==> config.mk <==
export PLATFORM = sky130hd
export DESIGN_NAME = systolic_seq_ctrl
export DESIGN_NICKNAME = d
export VERILOG_FILES = /design/src/rtl/systolic_seq_ctrl.sv
export SDC_FILE = /design/constraint.sdc
export NUM_CORES = 1
export LEC_CHECK = 0
export BUFFER_PORTS_ARGS = -buffer_cell sky130_fd_sc_hd__buf_2
export CAP_MARGIN = 20
export CORE_UTILIZATION = 55
export CTS_CLUSTER_DIAMETER = 30
export DETAILED_ROUTE_END_ITERATION = 10
export HOLD_SLACK_MARGIN = 0.03
export PLACE_DENSITY = 0.78
export SLEW_MARGIN = 0
export SYNTH_ARGS = -nofsm -noshare
export SYNTH_HDL_FRONTEND = slang
export SYNTH_SLANG_ARGS = --single-unit
==> constraint.sdc <==
create_clock -name clk -period 4.2 [get_ports clk]
set_clock_uncertainty 0.05 [all_clocks]
set_input_delay 1.05 -clock clk [delete_from_list [all_inputs] [get_ports clk]]
set_output_delay 1.05 -clock clk [all_outputs]
set_load 0.05 [all_outputs]
==> src/rtl/systolic_seq_ctrl.sv <==
// systolic_seq_ctrl: job sequencer for the systolic array (weight preload, skewed stream, drain).
// Define SEQ_PERF_CNT_EN to add the perf_cycles per-job busy-cycle counter output.
module systolic_seq_ctrl #(
  parameter int ROW    = 4,
  parameter int COL    = 4,
  parameter int ADDR_W = 8
) (
  input  logic              clk,
  input  logic              nrst,
  input  logic              start,
  input  logic              abort,
  input  logic [4:0]        weight_dim,
  input  logic [ADDR_W-1:0] num_vectors,
  output logic              busy,
  output logic              done,
  output logic              err,
  output logic              weight_en,
  output logic              conv_ctrl,
  output logic              w_rd_en,
  output logic [ADDR_W-1:0] w_rd_addr,
  output logic              f_rd_en,
  output logic [ADDR_W-1:0] f_rd_addr,
  output logic [ROW-1:0]    in_en
`ifdef SEQ_PERF_CNT_EN
  ,
  output logic [15:0]       perf_cycles
`endif
);

  localparam logic [ADDR_W-1:0] ONE     = ADDR_W'(1);
  localparam logic [ADDR_W-1:0] DR_LAST = ADDR_W'(ROW + COL - 2);

  typedef enum logic [2:0] {
    S_IDLE,
    S_LOAD,
    S_STRM,
    S_DRAIN,
    S_DONE
  } state_e;

  state_e            st_q, st_d;
  logic [4:0]        dim_q, dim_d;
  logic [ADDR_W-1:0] num_q, num_d;
  logic [ADDR_W-1:0] wa_q, wa_d;
  logic [ADDR_W-1:0] fa_q, fa_d;
  logic [ADDR_W-1:0] dr_q, dr_d;
  logic [ROW-1:0]    sr_q, sr_d;
  logic              err_q, err_d;
  logic              bad_cfg;
  logic              accept;
  logic              skew_run;

  assign bad_cfg = (weight_dim == 5'd0)
                || (int'(weight_dim) > ROW)
                || (num_vectors == '0);

  assign accept   = (st_q == S_IDLE) && start && !abort && !bad_cfg;
  assign skew_run = (st_q == S_STRM) || (st_q == S_DRAIN)
                 || (st_q == S_DONE);

  always_comb begin
    st_d  = st_q;
    dim_d = dim_q;
    num_d = num_q;
    wa_d  = wa_q;
    fa_d  = fa_q;
    dr_d  = dr_q;
    err_d = 1'b0;
    sr_d  = '0;
    unique case (st_q)
      S_IDLE: begin
        if (start && !abort) begin
          if (bad_cfg) begin
            err_d = 1'b1;
          end else begin
            dim_d = weight_dim;
            num_d = num_vectors;
            wa_d  = '0;
            st_d  = S_LOAD;
          end
        end
      end
      S_LOAD: begin
        if (wa_q == ADDR_W'(dim_q) - ONE) begin
          fa_d = '0;
          st_d = S_STRM;
        end else begin
          wa_d = wa_q + ONE;
        end
      end
      S_STRM: begin
        if (fa_q == num_q - ONE) begin
          dr_d = '0;
          st_d = S_DRAIN;
        end else begin
          fa_d = fa_q + ONE;
        end
      end
      S_DRAIN: begin
        if (dr_q == DR_LAST) st_d = S_DONE;
        else                 dr_d = dr_q + ONE;
      end
      S_DONE:  st_d = S_IDLE;
      default: st_d = S_IDLE;
    endcase
    // Skew chain: bit 0 mirrors f_rd_en one cycle late (buffer read latency).
    if (skew_run) begin
      sr_d[0] = (st_q == S_STRM);
      for (int r = 1; r < ROW; r++) sr_d[r] = sr_q[r-1];
    end
    if (abort && st_q != S_IDLE) begin
      st_d = S_IDLE;
      wa_d = '0;
      fa_d = '0;
      dr_d = '0;
      sr_d = '0;
    end
  end

  always_ff @(posedge clk or negedge nrst) begin
    if (!nrst) begin
      st_q  <= S_IDLE;
      dim_q <= '0;
      num_q <= '0;
      wa_q  <= '0;
      fa_q  <= '0;
      dr_q  <= '0;
      sr_q  <= '0;
      err_q <= 1'b0;
    end else begin
      st_q  <= st_d;
      dim_q <= dim_d;
      num_q <= num_d;
      wa_q  <= wa_d;
      fa_q  <= fa_d;
      dr_q  <= dr_d;
      sr_q  <= sr_d;
      err_q <= err_d;
    end
  end

  assign busy      = (st_q != S_IDLE);
  assign done      = (st_q == S_DONE);
  assign err       = err_q;
  assign weight_en = (st_q == S_LOAD);
  assign w_rd_en   = (st_q == S_LOAD);
  assign conv_ctrl = (st_q == S_STRM) || (st_q == S_DRAIN);
  assign f_rd_en   = (st_q == S_STRM);
  assign w_rd_addr = wa_q;
  assign f_rd_addr = fa_q;

  always_comb begin
    in_en = '0;
    for (int r = 0; r < ROW; r++) begin
      in_en[r] = sr_q[r] && (int'(dim_q) > r);
    end
  end

`ifdef SEQ_PERF_CNT_EN
  logic [15:0] run_q;
  logic [15:0] perf_q;

  always_ff @(posedge clk or negedge nrst) begin
    if (!nrst) begin
      run_q  <= '0;
      perf_q <= '0;
    end else begin
      if (accept) begin
        run_q <= '0;
      end else if (busy && run_q != 16'hFFFF) begin
        run_q <= run_q + 16'd1;
      end
      // DONE itself is a busy cycle, hence the +1 at capture.
      if (st_q == S_DONE) begin
        perf_q <= (run_q == 16'hFFFF) ? run_q : run_q + 16'd1;
      end
    end
  end

  assign perf_cycles = perf_q;
`endif

endmodule
==> impl_metrics.py <==
metrics = {
    "outcome": {
        "status": "finished, final reports clean",
    },
    "global_routing": {
        "grt_max_degree": 46,
        "grt_usage": 0.247,
        "antenna_found_initial": 0,
        "grt_pass1_wl_mm": 10.1,
        "grt_pass1_vias": 2190,
        "gr-total-overflow": 0,
    },
    "floorplanning": {
        "ios": 44,
        "die_x_um": 73.9,
        "die_h_um": 73.9,
        "placementRows": 25,
        "initial_utilization": 0.586,
        "die_area_um2": 5460,
        "core_area_um2": 4850,
    },
    "synthesis": {
        "yosys_warnings": 0,
        "synth_top_flop_cell": "dfrtp_1",
        "synth-simple-area-share": 0.230,
        "ys_ff_latch": 45,
        "synthAdderAreaFrac": 0.0396,
        "seq_area_frac_synth": 0.396,
        "synthXorXnorAreaFrac": 0.0401,
        "synth_top_family_by_area": "simple AND/OR/NAND/NOR gates",
        "synth.distinct_cells": 56,
        "syn_area_um2": 2840,
        "synth_cells": 300,
        "synth_edf_count": 0,
        "synthesis.nets": 326,
        "synthMuxAreaShare": 0.0348,
        "synth_compound_area_frac": 0.188,
        "synthArstFlopShare": 1.00,
        "syn_avg_cell_area_um2": 9.48,
    },
    "setup_path": {
        "crit-reg2reg-launch": "num_q[0]",
        "cp.arrival_ns": 3.20,
        "crit_start": "weight_dim[1]",
        "critPathMaxFanout": 3,
        "r2r_cells": 8,
        "end_kind": "flop",
        "crit_chain": "buf_2 > o21a_1 > a211oi_1 > a41oi_1 > or4b_2 > or3_1 > a21boi_0",
        "critPathRequiredTime_ns": 4.37,
        "start_kind": "primary input",
        "setup.worst_path.class": "primary input to flop",
        "cp_slowest_cell": "or4b_2",
        "slowest_delay_ns": 0.72,
    },
    "route": {
        "via_count": 2408,
        "drt_iter0_drc": 189,
        "wl_per_cell_um": 15.1,
        "drc": 0,
        "first_pass_iters": 4,
        "vias_per_cell": 5.89,
        "wirelength_mm": 6.16,
        "ant_nets": 0,
    },
    "timing": {
        "min_period_ns": 3.03,
        "hold_violations": 0,
        "slew_headroom": 0.515,
        "setup_viol": 0,
        "rsz0062_at_grt": "false",
        "hold_ws_ns": 0.441,
        "tightest_slew_ns": 0.721,
        "finalSetupTns_ns": 0,
        "max_freq_mhz": 330,
        "fin_crit_sh": 0.721,
        "slew_violations": 0,
    },
    "cts": {
        "cts_buffer_depth": 2,
        "cts_buffers": 5,
        "cts-root-buf": "clkbuf_8",
        "cts_tree": "built",
        "clk_latency_ns": 0.30,
        "htree_levels": 2,
        "clk_pin_slew_ns": 0.08,
        "cts.sinks": 45,
        "cts_setup_buffers": 0,
        "cts_hold_buf": 0,
        "postCtsResizedCells": 0,
    },
    "cells_and_area": {
        "layout.nets": 367,
        "num-fill-cells": 400,
        "diodes": 0,
        "final_layout_size_suffix_gt1_frac": 0.213,
        "synthToLayoutAreaGrowth_pct": 9.64,
    },
    "worst_hold_path": {
        "worstHoldStart": "sr_q[2]",
        "hold-path-cell-count": 1,
        "worstHoldPathType": "flop to flop",
    },
    "power_and_ir_drop": {
        "p_leak_uw": 0.00150,
        "power_density_nw_per_um2": 530,
        "ir_worst_vdd_mv": 0.228,
    },
    "run": {
        "drv_cap": 0,
    },
    "placement": {
        "io_buffers": 43,
        "dp_hpwl_mm": 4.65,
        "gp_congestion": 0.829,
    },
}
-- metal layers --
| layer | vias to the layer above | share of wire | GRT usage |
|---|---|---|---|
| li1 | 1176 | - | - |
| met1 | 1161 | 0.47 | 0.335 |
| met2 | 61 | 0.48 | 0.393 |
| met3 | 10 | 0.037 | 0.0466 |
| met4 | 0 | 0.014 | 0.0876 |
| met5 | - | 0 | 0 |
-- layout by cell type, fill, tap and decap left out, drive strengths merged, types with 2 or more instances in the layout --
cell / synthesis / layout
dfrtp: 45 / 45
and2: 10 / 10
buf: 6 / 45
nor3: 8 / 8
ha: 9 / 9
clkbuf: 3 / 7
nand2: 17 / 17
a21oi: 14 / 14
a2111oi: 2 / 2
or3b: 3 / 3
mux2i: 2 / 2
or4: 6 / 6
o211ai: 6 / 6
or3: 3 / 3
xor2: 6 / 6
nand3: 11 / 11
a31oi: 3 / 3
a21boi: 5 / 5
a211o: 2 / 2
mux2: 7 / 7
o22a: 3 / 3
o21a: 3 / 3
nor4: 6 / 6
nor2b: 2 / 2
nand3b: 2 / 2
a211oi: 2 / 2
xnor2: 7 / 7
nor2: 24 / 24
o31ai: 5 / 5
and3: 14 / 14
inv: 18 / 18
o21ai: 21 / 21
a221o: 3 / 3
nand2b: 5 / 5
-- critical path, delay by kind of cell --
kind	cells	cell delay (ns)
and+or+nand+nor	2	1.03
AOI/OAI and AO/OA	4	1.00
buffers and inverters	1	0.11
-- cell type report --
cell class / count / area, um2 / share of cell area
clock buffers: 7 / 76.3 / 0.0245
clock inverters: 1 / 7.51 / 0.00241
inverters: 18 / 67.6 / 0.0217
multi-input cells: 226 / 1510 / 0.485
flip-flops and latches: 45 / 1130 / 0.361
well taps: 67 / 83.8 / 0.0269
repair buffers: 45 / 243 / 0.0779
-- path summary, 6_finish.rpt --
| check | to | slack (ns) |
|---|---|---|
| hold / removal | sr_q[3] | 0.44 |
| min in group asynchronous | f_rd_addr[5] | 0.58 |
| hold reg to reg | sr_q[3] | 0.44 |
| setup / recovery | w_rd_addr[5] | 1.17 |
| max in group asynchronous | w_rd_addr[3] | 3.05 |
| setup reg to reg | f_rd_addr[2] | 1.27 |
-- synthesized netlist by cell type (all sizes together) (2+ instances only) --
master    n  area, um2
dfrtp    45       1130
nor2     24       90.1
o21ai    21        105
inv      18       67.6
nand2    17       63.8
a21oi    14       70.1
and3     14       87.6
nand3    11       55.1
and2     10       63.8
ha        9        113
nor3      8       45.0
mux2      7       78.8
xnor2     7       61.3
buf       6       60.1
nor4      6       37.5
o211ai    6       45.0
or4       6       50.1
xor2      6       52.6
a21boi    5       37.5
nand2b    5       31.3
o31ai     5       37.5
a221o     3       30.0
a31oi     3       18.8
clkbuf    3       11.3
o21a      3       22.5
o22a      3       30.0
or3       3       18.8
or3b      3       26.3
a2111oi   2       17.5
a211o     2       17.5
a211oi    2       15.0
bufbuf    2       65.1
mux2i     2       20.0
nand3b    2       15.0
nor2b     2       12.5
-- per-stage QoR --
stage / util / std cells / total power [uW] / instance area (um2) / setup slack (ns)
after global routing: 0.643 / 409 / 1760 / 3120 / 0.996
after floorplan: - / 300 / 1280 / 2840 / 1.20
after global placement: 0.621 / 400 / 1380 / 3010 / 1.00
after CTS: 0.639 / 408 / 1660 / 3100 / 1.21
after detailed placement: 0.621 / 400 / 1390 / 3010 / 0.898
final: 0.643 / 409 / 1650 / 3120 / 1.17
-- power by group --
| part | total, uW | internal (uW) | switching [uW] | leakage (uW) |
|---|---|---|---|---|
| Combinational | 751 | 271 | 480 | 0.000860 |
| Clock | 260 | 118 | 142 | 0.0000385 |
| Sequential | 641 | 512 | 129 | 0.000604 |
-- logic make-up (layout without fill, tap and decap cells) --
family                   after synthesis  in the layout
adder cells (fa/ha/maj)                9              9
flip-flops                            45             45
buffers and inverters                 29             71
AO/OA/AOI/OAI                         78             78
AND/OR/NAND/NOR                      117            117
XOR/XNOR                              13             13
multiplexers                           9              9
-- registers in the layout, summed over array words and instances (netlist names) --
| signal | cells |
|---|---|
| dim_q | 5 |
| sr_q | 4 |
| w_rd_addr | 8 |
| dr_q | 8 |
| f_rd_addr | 8 |
| err | 1 |
| st_q | 3 |
| num_q | 8 |
Note: power is estimated with default switching activity, not from simulation.
